`config.mk`:
```
export PLATFORM = sky130hd
export DESIGN_NAME = perf_counter_bank_flat
export DESIGN_NICKNAME = d
export VERILOG_FILES = /design/src/rtl/perf_pkg.sv /design/src/rtl/perf_counter_bank_if.sv /design/src/rtl/perf_counter_cell.sv /design/src/rtl/perf_counter_bank.sv /design/src/flat_wrapper.sv
export SDC_FILE = /design/constraint.sdc
export NUM_CORES = 1
export LEC_CHECK = 0
export CORE_MARGIN = 2
export CORE_UTILIZATION = 30
export CTS_BUF_LIST = sky130_fd_sc_hd__clkbuf_16
export CTS_CLUSTER_SIZE = 28
export DETAILED_ROUTE_END_ITERATION = 6
export HOLD_SLACK_MARGIN = 0.05
export SYNTH_ARGS = -nofsm -noshare
export SYNTH_HDL_FRONTEND = slang
export SYNTH_SLANG_ARGS = --single-unit
```
`constraint.sdc`:
```
create_clock -name clk -period 4.2 [get_ports clk]
set_input_delay 0.42 -clock clk [delete_from_list [all_inputs] [get_ports clk]]
set_output_delay 0.42 -clock clk [all_outputs]
set_load 0.03 [all_outputs]
```
`src/rtl/perf_pkg.sv`:
```
// rtl/perf_pkg.sv - shared constants, channel names and helpers for the perf counter bank
package perf_pkg;

    localparam int PERF_SEL_W   = 4;
    localparam int PERF_MAX_CNT = 16;

    // Conventional channel assignment used by software
    typedef enum logic [1:0] {
        CYC      = 2'd0,
        MEM_REQ  = 2'd1,
        MEM_MISS = 2'd2,
        USER     = 2'd3
    } perf_ch_e;

    // True when a read select addresses an implemented channel
    function automatic logic sel_valid(input logic [PERF_SEL_W-1:0] sel, input int num_cnt);
        return 32'(sel) < num_cnt;
    endfunction

endpackage

```
`src/rtl/perf_counter_bank_if.sv`:
```
// rtl/perf_counter_bank_if.sv - read port bundle for the perf counter bank
interface perf_counter_bank_if #(
    parameter int CNT_W = 64
);
    import perf_pkg::*;

    logic [PERF_SEL_W-1:0] rd_sel;
    logic                  rd_shadow;
    logic [CNT_W-1:0]      rd_data;

    modport master (output rd_sel, output rd_shadow, input rd_data);
    modport slave  (input rd_sel, input rd_shadow, output rd_data);

endinterface

```
`src/rtl/perf_counter_cell.sv`:
```
// rtl/perf_counter_cell.sv - one event counter with shadow copy and sticky overflow (PERF_SATURATE_EN selects saturate vs wrap)
module perf_counter_cell #(
    parameter int CNT_W = 64
) (
    input  logic             clk,
    input  logic             rst,
    input  logic             clear,
    input  logic             inc,
    input  logic             snap,
    output logic [CNT_W-1:0] live_o,
    output logic [CNT_W-1:0] shadow_o,
    output logic             ovf_o
);

    localparam logic [CNT_W-1:0] ALL_ONES = '1;
    localparam logic [CNT_W-1:0] ONE      = {{(CNT_W-1){1'b0}}, 1'b1};

    logic [CNT_W-1:0] cnt_q, cnt_d;
    logic [CNT_W-1:0] shd_q, shd_d;
    logic             ovf_q, ovf_d;

    // Next state: snapshot takes the pre-update value, clear beats increment
    always_comb begin
        cnt_d = cnt_q;
        ovf_d = ovf_q;
        shd_d = snap ? cnt_q : shd_q;
        if (clear) begin
            cnt_d = '0;
            ovf_d = 1'b0;
        end else if (inc) begin
            if (cnt_q == ALL_ONES) begin
                ovf_d = 1'b1;
`ifdef PERF_SATURATE_EN
                cnt_d = ALL_ONES;
`else
                cnt_d = '0;
`endif
            end else begin
                cnt_d = cnt_q + ONE;
            end
        end
    end

    // State registers; reset wins over everything
    always_ff @(posedge clk) begin
        if (rst) begin
            cnt_q <= '0;
            shd_q <= '0;
            ovf_q <= 1'b0;
        end else begin
            cnt_q <= cnt_d;
            shd_q <= shd_d;
            ovf_q <= ovf_d;
        end
    end

    assign live_o   = cnt_q;
    assign shadow_o = shd_q;
    assign ovf_o    = ovf_q;

endmodule

```
`src/rtl/perf_counter_bank.sv`:
```
// rtl/perf_counter_bank.sv - bank of event counters with PC dedup, snapshot and registered read (PERF_SATURATE_EN selects saturate vs wrap)
module perf_counter_bank
    import perf_pkg::*;
#(
    parameter int NUM_CNT = 4,
    parameter int CNT_W   = 64,
    parameter int PC_W    = 32
) (
    input  logic                clk,
    input  logic                rst,
    input  logic                enable,
    input  logic                clear,
    input  logic [NUM_CNT-1:0]  event_vec,
    input  logic [NUM_CNT-1:0]  dedup_mask,
    input  logic [PC_W-1:0]     pc,
    input  logic                snap,
    perf_counter_bank_if.slave  rd,
    output logic [NUM_CNT-1:0]  ovf
);

    logic [PC_W-1:0]    pc_old_q;
    logic               pc_chg;
    logic [NUM_CNT-1:0] inc;

    // Padded to the maximum channel count so any 4-bit select indexes safely
    logic [CNT_W-1:0]   live_w   [PERF_MAX_CNT];
    logic [CNT_W-1:0]   shadow_w [PERF_MAX_CNT];

    logic [CNT_W-1:0]   rd_data_q, rd_data_d;

    // Track the previous PC every cycle, independent of enable and events
    always_ff @(posedge clk) begin
        if (rst) begin
            pc_old_q <= '0;
        end else begin
            pc_old_q <= pc;
        end
    end

    assign pc_chg = (pc != pc_old_q);
    assign inc    = {NUM_CNT{enable}} & event_vec & (~dedup_mask | {NUM_CNT{pc_chg}});

    generate
        for (genvar gi = 0; gi < PERF_MAX_CNT; gi++) begin : g_ch
            if (gi < NUM_CNT) begin : g_cell
                perf_counter_cell #(.CNT_W(CNT_W)) u_cell (
                    .clk      (clk),
                    .rst      (rst),
                    .clear    (clear),
                    .inc      (inc[gi]),
                    .snap     (snap),
                    .live_o   (live_w[gi]),
                    .shadow_o (shadow_w[gi]),
                    .ovf_o    (ovf[gi])
                );
            end else begin : g_empty
                assign live_w[gi]   = '0;
                assign shadow_w[gi] = '0;
            end
        end
    endgenerate

    // Read mux sees pre-update values, so a read racing an increment returns the old count
    always_comb begin
        rd_data_d = '0;
        if (sel_valid(rd.rd_sel, NUM_CNT)) begin
            rd_data_d = rd.rd_shadow ? shadow_w[rd.rd_sel] : live_w[rd.rd_sel];
        end
    end

    // Registered read data, one cycle behind the select
    always_ff @(posedge clk) begin
        if (rst) begin
            rd_data_q <= '0;
        end else begin
            rd_data_q <= rd_data_d;
        end
    end

    assign rd.rd_data = rd_data_q;

endmodule
```
`src/flat_wrapper.sv`:
```
// flat-port wrapper written by rule: the top's interface ports become plain ports
module perf_counter_bank_flat import perf_pkg::*;
#(
    parameter int NUM_CNT = 4,
    parameter int CNT_W   = 64,
    parameter int PC_W    = 32
)
  (clk, rst, enable, clear, event_vec, dedup_mask, pc, snap, ovf, rd_rd_sel, rd_rd_shadow, rd_rd_data);
  perf_counter_bank_if #(.CNT_W(CNT_W)) rd_i ();
  input  logic clk;
  input  logic rst;
  input  logic enable;
  input  logic clear;
  input  logic [NUM_CNT-1:0] event_vec;
  input  logic [NUM_CNT-1:0] dedup_mask;
  input  logic [PC_W-1:0] pc;
  input  logic snap;
  output logic [NUM_CNT-1:0] ovf;
  input wire logic [$bits(rd_i.rd_sel)-1:0] rd_rd_sel;
  input wire logic [$bits(rd_i.rd_shadow)-1:0] rd_rd_shadow;
  output wire logic [$bits(rd_i.rd_data)-1:0] rd_rd_data;
  assign rd_i.rd_sel = rd_rd_sel;
  assign rd_i.rd_shadow = rd_rd_shadow;
  assign rd_rd_data = rd_i.rd_data;
  perf_counter_bank #(.NUM_CNT(NUM_CNT), .CNT_W(CNT_W), .PC_W(PC_W)) u_core (.clk(clk), .rst(rst), .enable(enable), .clear(clear), .event_vec(event_vec), .dedup_mask(dedup_mask), .pc(pc), .snap(snap), .rd(rd_i), .ovf(ovf));
endmodule
```
======== Word-level counts from Yosys, hierarchy flattened ========
Index checks and enable logic that the tools add are counted.
word-level totals
  word-level logic and storage cells ...... 48
  output and inout bits ................... 68
  bits of input ports ..................... 50
  bits in registers ....................... 612
operators by class
  $add $sub $neg .......................... 4
  $lt $le $gt $ge ......................... 2
  muxes and demuxes ....................... 11
  bitwise logic cells ..................... 6
  reductions and logical operators ........ 6
  equality and inequality tests ........... 5
operators with widths
  operator                 count
  $mux W64                 9
  $bmux W64 S4             2
  $add A64 B1 Y64 const B  4
  $eq A64 B64 Y1 const B   4
  $ne A32 B32 Y1           1
  $and A4 B4 Y4            2
  $reduce_and A2 Y1        4
  $ge A5 B5 Y1 const B     1
  $not A4 Y5               1
  $lt A4 B3 Y1 const B     1
  $not A4 Y4               1
  $or A4 B4 Y4             1
  $reduce_or A2 Y1         2
  $not A1 Y1               1

======== Logic depth before layout (Yosys ltp) ========
Gate-level depths: netlist of run 1.
  depth after elaboration ................. 5
  depth in mapped cells ................... 10
  gate-level depth less buffers ........... 8

======== Hierarchy ========
A second synthesis of run 1 with hierarchy kept.
second synthesis, totals
  cells, all modules ...................... 2,740
  area, all modules ....................... 27,521.4 µm²
modules (own cells, without submodules)
  module             seq. area each (µm²)  cells an instance  instances  area an instance (µm²)
  perf_counter_cell  2,582.5               565                4          5,250.0
  perf_counter_bank  1,921.8               480                1          6,521.3

======== Least setup slack after synthesis of run 1 ========
No wires, ideal clock.
  kind .................................... reg-to-reg
  from .................................... register u_core.g_ch[2].g_cell.u_cell.cnt_q[7]
  to ...................................... register u_core.g_ch[2].g_cell.u_cell.cnt_q[55]
  path buffers ............................ 2
  clock period less this slack ............ 2.708 ns
  setup time .............................. 0.070 ns
  slack ................................... 1.492 ns
  data required time ...................... 4.130 ns
  arrival ................................. 2.637 ns
  stages on the path, launching flop included .. 9
  cell sequence ........................... dfxtp_1 > nand4_2 > or4_1 > buf_2 > or4b_1 > buf_2 > or2_1 > or4_1 > a21oi_1
on the way
  longest elaborated chain between the ends .. 2
  elaborated cells between the ends (all ways) .. 3
  those cells by class .................... 1 x add/sub; 1 x eq/ne; 1 x mux
ends and longest elaborated chain
  what                                                      RTL line                                          RTL
  from (decl)                                               perf_counter_cell.sv:18                           logic [CNT_W-1:0] cnt_q, cnt_d;
  from (signal assigned)                                    perf_counter_cell.sv:51                           cnt_q <= cnt_d;
  $add A64 B1 Y64 / $eq A64 B64 Y1 (equally long branches)  perf_counter_cell.sv:39, perf_counter_cell.sv:31
  $mux W64 *                                                perf_counter_cell.sv:31                           if (cnt_q == ALL_ONES) begin
Mark *: on every way between the ends. The rest lies on a longest branch, timed or not.
A chain may end at the register's enable or synchronous reset.

======== Final worst setup path of run 1 ========
  from .................................... register u_core.g_ch[0].g_cell.u_cell.cnt_q[34]
  to ...................................... register u_core.g_ch[0].g_cell.u_cell.cnt_q[32]
on the way
  longest elaborated chain between the ends .. 2
ends and longest elaborated chain
  what                    RTL line
  from (decl)             perf_counter_cell.sv:18
  from (signal assigned)  perf_counter_cell.sv:51
  $eq A64 B64 Y1          perf_counter_cell.sv:31
  $mux W64                perf_counter_cell.sv:31
Every way passes these cells.

==> results of run 1 <==
## report_power, final
| part | internal, mW | leakage, nW | switching, mW |
|---|---|---|---|
| Combinational | 0.229 | 5.61 | 0.388 |
| Sequential | 5.82 | 4.94 | 0.0103 |
| Clock | 3.33 | 1.13 | 2.50 |
| Total | 9.38 | 11.7 | 2.90 |
## worst paths after layout
path                                                                start                                   endpoint  cells after the start
worst max-delay path              u_core.g_ch[0].g_cell.u_cell.live_o[34]    u_core.g_ch[0].g_cell.u_cell.live_o[32]                      7
worst min-delay path                                                  rst   u_core.g_ch[3].g_cell.u_cell.shadow_o[8]                      2
worst max register to register    u_core.g_ch[0].g_cell.u_cell.live_o[34]    u_core.g_ch[0].g_cell.u_cell.live_o[32]                      7
worst min register to register  u_core.g_ch[3].g_cell.u_cell.shadow_o[38]  u_core.g_ch[3].g_cell.u_cell.shadow_o[38]                      2
## cell type report
cell class,instances,area [um2]
repair buffers,225,2120
fillers,9763,62100
multi-input cells,2247,15900
inverters,27,101
clock inverters,52,278
clock buffers,75,1880
well taps,1276,1600
flip-flops and latches,612,12300
## kinds of logic (layout without fill, tap and decap cells)
logic type               after synthesis  count (layout)  synth area share
AO/OA/AOI/OAI                        380             380            0.0763
XOR/XNOR                             119             119            0.0359
adder cells (fa/ha/maj)                4               4           0.00172
buffers and inverters                254             379            0.0339
flip-flops                           612             612             0.422
multiplexers                         448             448             0.210
AND/OR/NAND/NOR                     1296            1296             0.220
## metal layers
layer,up-vias,wire (um),global-route usage
li1,11400,-,-
met5,-,0,0
met4,0,2670,0.0593
met1,12000,40000,0.247
met2,834,42600,0.293
met3,145,6940,0.0355
## per-stage QoR
step / cell area [um2] / cells / hold WS [ns]
4_1_cts: 34100 / 4514 / 0.347
3_5_place_dp: 32000 / 4387 / 0.477
2_1_floorplan: 29000 / 3113 / 0.438
5_1_grt: 34100 / 4514 / 0.388
6_report: 34100 / 4514 / 0.345
3_3_place_gp: 32000 / 4387 / 0.469
## worst reg2reg max path, stage by stage, from the launching register on
cell	delay, ns
dfxtp_1	0.60
nand4_1	0.35
nor3_1	0.45
nand3_1	0.43
or4_1	0.58
nand2_1	0.60
or4b_2	0.25
a21oi_1	0.06
## state kept, by name (all words and copies together) (netlist names)
name,flops
u_core.g_ch.g_cell.u_cell.shadow_o,256
u_core.pc_old_q,32
u_core.g_ch.g_cell.u_cell.live_o,256
u_core.rd.rd_data,64
u_core.g_ch.g_cell.u_cell.ovf_o,4
## layout by cell type, fill, tap and decap left out, types with 103 or more instances in the layout
cell type	synthesis	layout
nand3_1	134	134
mux4_2	128	128
clkdlybuf4s50_1	0	112
o21ai_0	145	145
nor2_1	524	522
mux2i_1	320	320
nand4_1	103	103
nand2_1	147	147
a21oi_1	130	130
dfxtp_1	612	612
==> flow_summary.ini, run 1 <==
[outcome]
outcome = completed

[place]
hpwlAfterDp_um = 64600
globalplace.congestion = 0.896
dp_slack_ns = 0.790
numPortBuffers = 117

[synthesis]
synth_area_leaders = dfxtp_1, mux2i_1, mux4_2
synth_edf_count = 0
synth_common_cells = dfxtp_1, nor2_1, mux2i_1
synth-main-ff-cell = dfxtp_1
yosysSeqAreaShare = 0.422
yosysTopAreaCell = dfxtp_1
syn_area_um2 = 29000
ys_warn_count = 0
ys_seq_elements = 612
synth_cells = 3113
synth_cell_type_count = 62
synth_top_area_frac = 0.422
synth.most_common_cell = dfxtp_1
synth-async-reset-ratio = 0
synth_nets = 3167
synth_area_per_cell_um2 = 9.32

[clocking]
clk_latency_ns = 0.63
clock_sinks = 612
cts_resized = 0
clk_pin_slew_worst_paths_ns = 0.06
cts_inserted_buffers = 71
cts_root_buffer = clkbuf_16
post_cts_buffers = 0
holdBufCountCts = 0
cts_tree = done
cts_buffer_depth = 3
h-tree-depth = 3

[floorplan]
start_util = 0.301
die_y_um = 315
core_area_um2 = 96300
boundaryPins = 118
die_w_um = 315
dieArea_um2 = 99200
rows = 114

[sta]
fin_crit_sh = 0.824
finalSetupViolCount = 0
fmaxAchievable_mhz = 289
rsz0062_at_grt = false
fin_crit_ns = 3.46
drv_slew = 0
timing.final.ws_setup_ns = 0.740
hold_viol_final = 0
finalSetupTns_ns = 0
max_slew_margin = 0.208
worst_slew_pin_slew_ns = 1.19
finClkSkew_ns = 0.0306

[power]
vdd_drop_max_v = 0.000289
power_density_nw_per_um2 = 360
leakage_nw = 11.7
p_total_mw = 12.3

[worst_setup_path]
cp.required_ns = 4.69
crit_fanout = 22
start_kind = flop
cp_top_family = simple AND/OR/NAND/NOR gates
critical_path_arrival_ns = 3.95
max_stage_delay_ns = 0.60
path_class = reg -> reg
cp-end-kind = flop
slowest_stage = dfxtp_1
r2r_slack_ns = 0.74
crit_chain = nand4_1 -> nor3_1 -> nand3_1 -> or4_1 -> nand2_1 -> or4b_2 -> a21oi_1
path_buf_inv = 0

[final_layout]
finalNetCount = 3238
drive_gt1_frac = 0.115
num_antenna_cells = 0
fin_util = 0.355
area_growth_pct = 17.6

[route]
routedWlPerCell_um = 20.4
totalWireLength_um = 92300
drc_errors = 0
viasPerCell = 5.39
drtIter0Drc = 2284
first_pass_iters = 5
num_vias = 24400
ant_nets = 0

[global_routing]
grtUsageTotal = 0.183
grt_first_pass_wirelength_um = 142000
antenna_found_initial = 0
grt_pass1_vias = 23000
overflow = 0
grt_max_degree = 135

[worst_hold_path]
hold_class = in -> reg

[flow_run]
drv_cap = 0
(Power assumes the default switching activity.)
==> run 2: changes to the inputs <==
==> constraint.sdc (replaced) <==
create_clock -name clk -period 3.6 [get_ports clk]
set_input_delay 0.36 -clock clk [delete_from_list [all_inputs] [get_ports clk]]
set_output_delay 0.36 -clock clk [all_outputs]
set_load 0.03 [all_outputs]
==> run 2 against run 1 <==
Via count rose by 1.5%. Clock skew decreased by 0.0066 ns. Clock-buffer cell count grew 2. Global-route usage rose by 0.37 points. Total power grew 21%. Design area grew 2.2%. Flip-flop and latch count did not move. Sequential share of layout area down 0.78 points. Combinational power rose by 21%. Critical path depth did not move. Critical path type unchanged. Largest cell class unchanged.
==> flow_summary.ini, run 2 (synthesis results as in run 1) <==
[route]
dr_wl_met2_um = 43200
totalWireLength_um = 93900
viasPerCell = 5.38
routedWlPerCell_um = 20.5
wl_met3_um = 6100
drtIter0Drc = 2438
num_vias = 24700
wl_met1_um = 41400
top_layer_used = met4
drc_errors = 0
first_pass_iters = 5
ant_nets = 0

[clocking]
post_cts_buffers = 0
cts_root_buffer = clkbuf_16
cts_buffer_depth = 3
cts_inserted_buffers = 72
clk_latency_ns = 0.62
clk_pin_slew_worst_paths_ns = 0.06
cts_resized = 0
holdBufCountCts = 0
h-tree-depth = 3
clock_sinks = 612
cts_tree = done

[worst_setup_path]
crit_start = u_core.g_ch[2].g_cell.u_cell.live_o[0]
start_kind = flop
path_class = reg -> reg
cp-end-kind = flop
endpoint = u_core.g_ch[2].g_cell.u_cell.live_o[57]
critical_path_arrival_ns = 3.73
r2r_slack_ns = 0.42
reg2reg_to = u_core.g_ch[2].g_cell.u_cell.live_o[57]
r2r-start = u_core.g_ch[2].g_cell.u_cell.live_o[0]
cp.required_ns = 4.15
crit_fanout = 7
reg2reg_depth = 7

[final_layout]
n_fill_cell = 9674
layout_common_cells = dfxtp_1, nor2_1, mux2i_1, buf_4, nand2_1
layout.cells.non_filler = 4588
area_growth_pct = 20.3
num_antenna_cells = 0
fin_util = 0.362
drive_gt1_frac = 0.139
finalNetCount = 3310
final_common_cell = dfxtp_1

[global_routing]
grt_max_degree = 143
grt_first_pass_wirelength_um = 145000
antenna_found_initial = 1
grt_pass1_vias = 23700
overflow = 0
grtUsageTotal = 0.187

[sta]
rsz0062_at_grt = false
fin_crit_ns = 3.18
finalSetupTns_ns = 0
hold_viol_final = 0
fin_crit_sh = 0.884
finClkSkew_ns = 0.0240
max_slew_margin = 0.0865
worst_slew_pin_slew_ns = 1.37
finalSetupViolCount = 0
hold_ws_ns = 0.248
drv_slew = 0
fmaxAchievable_mhz = 314

[power]
switching_share = 0.234
intPower_mw = 11.4
p_total_mw = 14.8
vdd_drop_max_v = 0.000264
power.clock.fraction = 0.491
power_frac_seq = 0.459
comb_power_share = 0.050
leakage_nw = 12.1
p_switching_mw = 3.47
power_density_nw_per_um2 = 425

[floorplan]
start_util = 0.301
die_y_um = 315
core_area_um2 = 96300
dieArea_um2 = 99200
die_w_um = 315
boundaryPins = 118
rows = 114

[place]
numPortBuffers = 117
hpwlAfterDp_um = 66900
dp_cells = 4458
globalplace.congestion = 0.928

[outcome]
outcome = completed

[worst_hold_path]
hold_class = in -> reg
min_from = rst

[flow_run]
drv_cap = 0
-- run 2: area by class of cell --
type | instances | area [um2] | area share
sequential | 612 | 12300 | 0.351
multi-input combinational | 2247 | 15900 | 0.456
timing repair buffer | 296 | 2700 | 0.0774
clock buffer | 77 | 1930 | 0.0552
tap | 1276 | 1600 | 0.0458
inverter | 27 | 101 | 0.00290
clock inverter | 53 | 408 | 0.0117
-- run 2: metal layers --
metal,vias up,track usage
met3,174,0.0285
met4,0,0.0653
met2,869,0.301
li1,11600,-
met5,-,0
met1,12100,0.254
-- run 2: worst min path at each step --
stage,to,depth (start not counted)
4_1_cts,u_core.g_ch[3].g_cell.u_cell.shadow_o[8],2
3_3_place_gp,u_core.g_ch[2].g_cell.u_cell.shadow_o[30],2
2_1_floorplan,u_core.g_ch[0].g_cell.u_cell.ovf_o,2
5_1_grt,u_core.g_ch[3].g_cell.u_cell.shadow_o[7],2
6_report,u_core.g_ch[3].g_cell.u_cell.shadow_o[8],2
3_5_place_dp,u_core.g_ch[0].g_cell.u_cell.ovf_o,2
-- run 2: power groups by stage --
stage               registers [mW]  clock network (mW)  logic (mW)
global route                  6.81                7.71       0.791
CTS                           6.81                7.42       0.749
finish                        6.81                7.28       0.747
floorplan                     6.95                   0       0.471
global placement              6.96                   0       0.749
detailed placement            6.96                   0       0.747
-- run 2: per-stage QoR --
stage	setup slack (ns)	cell area (um2)
global placement	0.461	32600
detailed placement	0.377	32600
finish	0.416	34900
global route	0.128	34900
floorplan	0.892	29000
CTS	0.473	34900
-- run 2: worst max-delay path, stage by stage, from the launching register on --
cell     delay, ns
dfxtp_1       0.48
nand4_1       0.27
or4_1         0.60
nor4_1        0.53
nor4b_2       0.61
nand4_1       0.16
or3_1         0.32
a21oi_1       0.14
